[src/rtl/register_file.sv]
// register_file: 32 x 32-bit dual-read, single-write general register file with
// a per-register in-flight write scoreboard. R0 reads as zero and ignores
// writes and issues. Reads bypass the write-back value landing this cycle.
module register_file #(
   parameter int DEPTH_BITS = 2
) (
   input  logic        CLOCK,
   input  logic        RESET,
   input  logic [4:0]  AA,
   input  logic [4:0]  BA,
   input  logic        USE_A,
   input  logic        USE_B,
   output logic [31:0] A_DATA,
   output logic [31:0] B_DATA,
   input  logic        ISSUE_RW,
   input  logic [4:0]  ISSUE_DA,
   input  logic        WB_RW,
   input  logic [4:0]  WB_DA,
   input  logic [31:0] BUS_D,
   output logic        STALL
);

   localparam logic [DEPTH_BITS-1:0] CNT_MAX = {DEPTH_BITS{1'b1}};
   localparam logic [DEPTH_BITS-1:0] CNT_ONE = DEPTH_BITS'(1);

   // Entry 0 is reset to zero and never written, so it stays zero; reads of
   // R0 are forced to zero explicitly anyway.
   logic [31:0]           regs [32];
   logic [DEPTH_BITS-1:0] cnt  [32];

   logic issue_req;
   logic full_issue;
   logic retire;
   logic eff_issue;

   // Write-first read: the write landing on this edge is returned immediately.
   function automatic logic [31:0] read_port(input logic [4:0] addr);
      if (addr == 5'd0)
         return '0;
      else if (WB_RW && (WB_DA == addr))
         return BUS_D;
      else
         return regs[addr];
   endfunction

   // A register retires one outstanding write when write-back targets it and
   // it actually has writes in flight; a stray write-back never underflows.
   function automatic logic retiring(input logic [4:0] r);
      return WB_RW && (WB_DA == r) && (r != 5'd0) && (cnt[r] != '0);
   endfunction

   // Busy ignores the write retiring this cycle, since the bypass forwards it.
   function automatic logic busy(input logic [4:0] r);
      if (r == 5'd0)
         return 1'b0;
      else if (retiring(r))
         return (cnt[r] - CNT_ONE) != '0;
      else
         return cnt[r] != '0;
   endfunction

   // Operand reads, hazard detection and the resulting issue/retire strobes.
   always_comb begin
      A_DATA     = read_port(AA);
      B_DATA     = read_port(BA);
      issue_req  = ISSUE_RW && (ISSUE_DA != 5'd0);
      full_issue = (cnt[ISSUE_DA] == CNT_MAX) && !retiring(ISSUE_DA);
      STALL      = (USE_A && busy(AA)) || (USE_B && busy(BA)) ||
                   (issue_req && full_issue);
      eff_issue  = issue_req && !STALL;
      retire     = retiring(WB_DA);
   end

   // Scoreboard counters: issue increments, retire decrements, both cancel.
   always_ff @(posedge CLOCK) begin
      if (RESET) begin
         for (int r = 0; r < 32; r++)
            cnt[r] <= '0;
      end else begin
         if (eff_issue && !(retire && (WB_DA == ISSUE_DA)))
            cnt[ISSUE_DA] <= cnt[ISSUE_DA] + CNT_ONE;
         if (retire && !(eff_issue && (WB_DA == ISSUE_DA)))
            cnt[WB_DA] <= cnt[WB_DA] - CNT_ONE;
      end
   end

   // Register storage: cleared on reset, otherwise written by write-back.
   always_ff @(posedge CLOCK) begin
      if (RESET) begin
         for (int r = 0; r < 32; r++)
            regs[r] <= '0;
      end else if (WB_RW && (WB_DA != 5'd0)) begin
         regs[WB_DA] <= BUS_D;
      end
   end

endmodule
[config.mk]
export PLATFORM = sky130hd
export DESIGN_NAME = register_file
export DESIGN_NICKNAME = d
export VERILOG_FILES = /design/src/rtl/register_file.sv
export SDC_FILE = /design/constraint.sdc
export NUM_CORES = 2
export LEC_CHECK = 0
export BUFFER_PORTS_ARGS = -buffer_cell sky130_fd_sc_hd__buf_2
export CORE_UTILIZATION = 55
export DETAILED_ROUTE_END_ITERATION = 12
export PLACE_DENSITY = 0.76
export RECOVER_POWER = 25
export SYNTH_ARGS = -nofsm -noshare
export SYNTH_HDL_FRONTEND = slang
export SYNTH_SLANG_ARGS = --single-unit
[constraint.sdc]
create_clock -name CLOCK -period 6.56 [get_ports CLOCK]
set_input_delay 0.656 -clock CLOCK [delete_from_list [all_inputs] [get_ports CLOCK]]
set_output_delay 0.656 -clock CLOCK [all_outputs]
set_load 0.05 [all_outputs]
==> run summary <==
The count of boundary I/O pins is 123. The number of global-route vias before repair came out at 38090. The final layout contains routed wiring with a total length of 189500 um. The worst register-to-register path ends at cnt[22][1]$_DFFE_PP_. Among all flip-flop cells after synthesis, the most frequent one is sky130_fd_sc_hd__edfxtp_1. The headroom to the max-slew limit came out at -116.3%. The clock root buffer is sky130_fd_sc_hd__clkbuf_16. The final standard cell area without fillers came out at 0.06616 sq mm. The number of nets in the layout is 3838. The number of CTS-inserted buffers is 113. The footprint of the multi-input gates is 0.02654 sq mm. The slack of the worst reg-to-reg path is 2170 ps.

The number of maximum-capacitance violations came out at 13. The clock period minus final worst setup slack came out at 5572 ps. The transition time at the pin with the least slew margin came out at 3245 ps. The worst slack on hold paths came out at 551.2 ps.

The area of the die is 0.1115 sq mm. The post-detailed-placement half-perimeter wirelength is 110200 um. The quantity of hold-fixing buffers added after cts is 0. The final cycle utilization of the critical path is 84.94%. In this run the worst hold path is classified as primary input to register. The number of hold violations in the final report is 0. TritonCTS built the clock tree. The netlist area before placement came out at 0.06061 sq mm. For this run, the detailed router's first-pass iteration total came to 6. The wire length of the first global-routing pass is 272300 um. The die is 334.0 um wide. The vias after detailed routing is 38300. The largest vdd supply drop is 0.2297 mV.

The register area came out at 0.03267 sq mm. The count of port buffers added during placement is 122. Measured along the y axis, the die boundary spans 334.0 um. The met1 layer usage reported by global route came out at 45.91%. Yosys printed 0 warnings. The count of filler cells inserted in the layout is 7829. Setup repair after global routing left no endpoint under its margin. The endpoint kind of the worst setup timing path is a register.

The final reports fail on max-capacitance violations, max-slew violations. Traced cell by cell, the critical path runs through clkbuf_1 > nor2b_1 > nand2_1 > nor2_4 > clkbuf_1 > or2_2 > buf_4. The fraction of synthesis flops using an asynchronous set or reset pin is 0%.

The mean cell area of the mapped netlist came out at 15.78 sq um. The congestion estimate from routability-driven global placement came to 0.9747. The number of standard cells after synthesis is 3842. The number of placement rows is 121. The largest net degree at the start of global routing is 124. CTS built an H-tree with a depth of 3. By startpoint and endpoint, the worst setup path is classified as primary input to register. The clock drives 1088 sinks. The critical-path maximum fanout came out at 33.

The clock transition at the registers of the reported paths came out at 60 ps. The initial antenna violation count is 8. The average detailed-routed wire length per instance is 35.87 um. For this run, the slowest stage of the critical path takes 1630 ps. The layout cell share with drive strength beyond 1 came out at 30.09%. At the worst endpoint, the arrival time is 5990 ps. The combined global-route utilization of all metal layers is 34.35%. Measured in cells, the most critical reg-to-reg path has a length of 10. The number of slew-limit violations in the final report came out at 419. The startpoint of the worst hold path is BUS_D[10].

Clock latency on the worst-skew pair, taken at its later pin, is 710 ps. In this design, the critical path's most frequently occurring cell is sky130_fd_sc_hd__clkbuf_1. The effective utilization at floorplan came out at 55.60%. The setup fix buffers added after clock tree synthesis came out at 0. The netlist uses 62 different library cells. The synthesis-to-layout area growth came out at 9.156%. The number of design-rule violations left by the first detailed-router iteration is 6222.

Of all cell types, the one taking the most synthesized area is sky130_fd_sc_hd__edfxtp_1. The met2 routing resource usage after global routing is 53.35%. The maximum clock skew at final layout came out at 18.12 ps. On the critical path the largest part of the delay comes from simple AND/OR/NAND/NOR gates. The number of gates resized after CTS was 0. Together, buffers and inverters on the worst path number 3.

The global routing stage identified its most utilized layer as met2. The worst setup path is launched from a primary input. The top cell type's share of synthesized area is 53.91%. The number of vias per cell came out at 7.248. The static leakage power is 22.06 nW. The sequential cell area fraction in the yosys report is 53.91%. Once detail routing completed, the nets flagged for antenna violations numbered 0.

The core region is 0.1090 sq mm. The run finished, with violations left. In the final timing run, aggregate negative setup slack is 0 ps.

The power density over the cells is 258.0 mW/mm^2. By area the synthesized netlist is led by sky130_fd_sc_hd__edfxtp_1 (54%), sky130_fd_sc_hd__mux4_2 (26%), sky130_fd_sc_hd__and2_1 (10%). The total global routing overflow came out at 0. Among all stages on the critical path, the largest delay is contributed by sky130_fd_sc_hd__clkbuf_1. The routing usage on met3 came out at 8.495%. The number of synthesized flops with an enable pin came out at 1088. The number of setup violations in the final report came out at 0. In this run, synthesis produced a sequential element count of 1088. The count of cells along the worst hold path is 2. The residual DRC count is 0. The maximum buffer depth of the clock tree came out at 3. The startpoint of the worst setup timing path is WB_DA[1]. The worst hold path terminates at regs[3][10]$_SDFFCE_PN0P_.

The worst register-to-register path begins at cnt[22][0]$_DFFE_PP_. The data required time at the worst endpoint is 6980 ps. In this run the cell area measured after placement is 0.06263 sq mm. The upper clock frequency limit is 0.1795 GHz.

At the end of the flow the core is filled with cells to 60.69%.
-- worst reg2reg max path, stage by stage (launching register included) --
cell	delay (ps)
sky130_fd_sc_hd__edfxtp_1	510
sky130_fd_sc_hd__mux4_2	500
sky130_fd_sc_hd__a22oi_1	210
sky130_fd_sc_hd__and4_1	670
sky130_fd_sc_hd__ha_1	260
sky130_fd_sc_hd__inv_1	50
sky130_fd_sc_hd__a31o_2	220
sky130_fd_sc_hd__o31a_1	120
sky130_fd_sc_hd__and4_4	350
sky130_fd_sc_hd__nor3_1	890
sky130_fd_sc_hd__a221o_1	330
-- flip-flops by register name (all words and copies together), names as in the netlist --
register / flops
cnt: 64
regs: 1024
-- cell usage in the layout, fill, tap and decap left out, types with 10 or more instances in the layout --
cell and instances:
sky130_fd_sc_hd__a211oi_1 67, sky130_fd_sc_hd__a221o_1 25, sky130_fd_sc_hd__a22oi_1 11, sky130_fd_sc_hd__and2_0 194, sky130_fd_sc_hd__and2_1 801, sky130_fd_sc_hd__buf_2 112
sky130_fd_sc_hd__buf_4 91, sky130_fd_sc_hd__bufinv_16 10, sky130_fd_sc_hd__clkbuf_1 40, sky130_fd_sc_hd__clkbuf_16 115, sky130_fd_sc_hd__clkinv_1 22, sky130_fd_sc_hd__clkinv_2 21
sky130_fd_sc_hd__conb_1 34, sky130_fd_sc_hd__edfxtp_1 1088, sky130_fd_sc_hd__mux2_2 13, sky130_fd_sc_hd__mux2i_1 83, sky130_fd_sc_hd__mux4_2 694, sky130_fd_sc_hd__nand2_1 29
sky130_fd_sc_hd__nand3_1 31, sky130_fd_sc_hd__nand4_1 17, sky130_fd_sc_hd__nor2_1 87, sky130_fd_sc_hd__nor2_4 26, sky130_fd_sc_hd__o22ai_1 41, sky130_fd_sc_hd__o32ai_1 18
sky130_fd_sc_hd__or2_2 29, sky130_fd_sc_hd__xor2_1 10
-- per-stage QoR --
step | std cells | setup WS [ps] | power (mW)
after global routing | 5283 | 1022 | 17.44
final | 5284 | 987.8 | 17.07
after floorplan | 3875 | 1593 | 10.01
after CTS | 5283 | 2013 | 17.05
after detailed placement | 5076 | 1406 | 10.81
after global placement | 5076 | 1359 | 10.75
-- worst max path at each step --
stage                                            end  slack [ps]  cells after the start
after detailed placement        cnt[10][1]$_DFFE_PP_        1410                     11
final                     regs[13][11]$_SDFFCE_PN0P_         990                      7
after CTS                                 B_DATA[27]        2010                      7
after global placement          cnt[14][0]$_DFFE_PP_        1360                     11
after floorplan                 cnt[23][0]$_DFFE_PP_        1590                     16
after global routing      regs[13][14]$_SDFFCE_PN0P_        1020                      7
-- cells in the mapped netlist (3+ instances only) --
master and count:
sky130_fd_sc_hd__edfxtp_1 1088, sky130_fd_sc_hd__and2_1 995, sky130_fd_sc_hd__mux4_2 694, sky130_fd_sc_hd__clkbuf_1 361
sky130_fd_sc_hd__nor2_1 113, sky130_fd_sc_hd__mux2i_1 83, sky130_fd_sc_hd__a211oi_1 67, sky130_fd_sc_hd__buf_1 58
sky130_fd_sc_hd__o22ai_1 41, sky130_fd_sc_hd__nand3_1 33, sky130_fd_sc_hd__or2_2 33, sky130_fd_sc_hd__nand2_1 29
sky130_fd_sc_hd__a221o_1 25, sky130_fd_sc_hd__buf_2 19, sky130_fd_sc_hd__o32ai_1 18, sky130_fd_sc_hd__nand4_1 17
sky130_fd_sc_hd__mux2_2 13, sky130_fd_sc_hd__a22oi_1 11, sky130_fd_sc_hd__xor2_1 10, sky130_fd_sc_hd__nor2b_1 9
sky130_fd_sc_hd__nor4_1 9, sky130_fd_sc_hd__a22o_1 8, sky130_fd_sc_hd__nor3_1 8, sky130_fd_sc_hd__a211o_1 6
sky130_fd_sc_hd__nor3b_1 6, sky130_fd_sc_hd__and3b_1 5, sky130_fd_sc_hd__nand2b_1 5, sky130_fd_sc_hd__nand3b_1 5
sky130_fd_sc_hd__nand4b_1 5, sky130_fd_sc_hd__o21ai_0 5, sky130_fd_sc_hd__o32ai_2 5, sky130_fd_sc_hd__xnor2_1 5
sky130_fd_sc_hd__inv_1 4, sky130_fd_sc_hd__or4_1 4, sky130_fd_sc_hd__a31o_2 3, sky130_fd_sc_hd__and3_1 3
sky130_fd_sc_hd__buf_4 3, sky130_fd_sc_hd__ha_1 3, sky130_fd_sc_hd__nor3_2 3
-- routing by layer --
metal	share of wire (%)	vias up
li1	-	14980
met1	34	19570
met2	47	3143
met3	13	605
met4	5.5	6
met5	0.020	-
-- cell type report --
class                   instances  share of cell area [%]
repair buffers                231                   2.339
clock buffers                 142                   4.503
clock inverters                65                  0.9475
multi-input cells            2337                   40.11
flip-flops and latches       1088                   49.38
well taps                    1414                   2.674
inverters                       6                 0.03404
diodes                          1                0.003783
-- report_power, final --
group / internal [mW] / leakage, nW / total (mW) / switching [mW]
logic: 1.00 / 9.90 / 2.46 / 1.46
clock network: 3.60 / 1.75 / 6.36 / 2.76
registers: 8.03 / 10.4 / 8.25 / 0.216
total: 12.6 / 22.1 / 17.1 / 4.43
-- kinds of logic after synthesis --
logic type,Yosys count,synth area share [%]
AO/OA/AOI/OAI,197,2.597
XOR/XNOR,15,0.2168
adder cells (fa/ha/maj),3,0.06194
buffers and inverters,450,2.896
flip-flops,1088,53.91
multiplexers,790,27.40
other,1,0.006187
AND/OR/NAND/NOR,1298,12.91
Power figures use the tool's default switching activity.
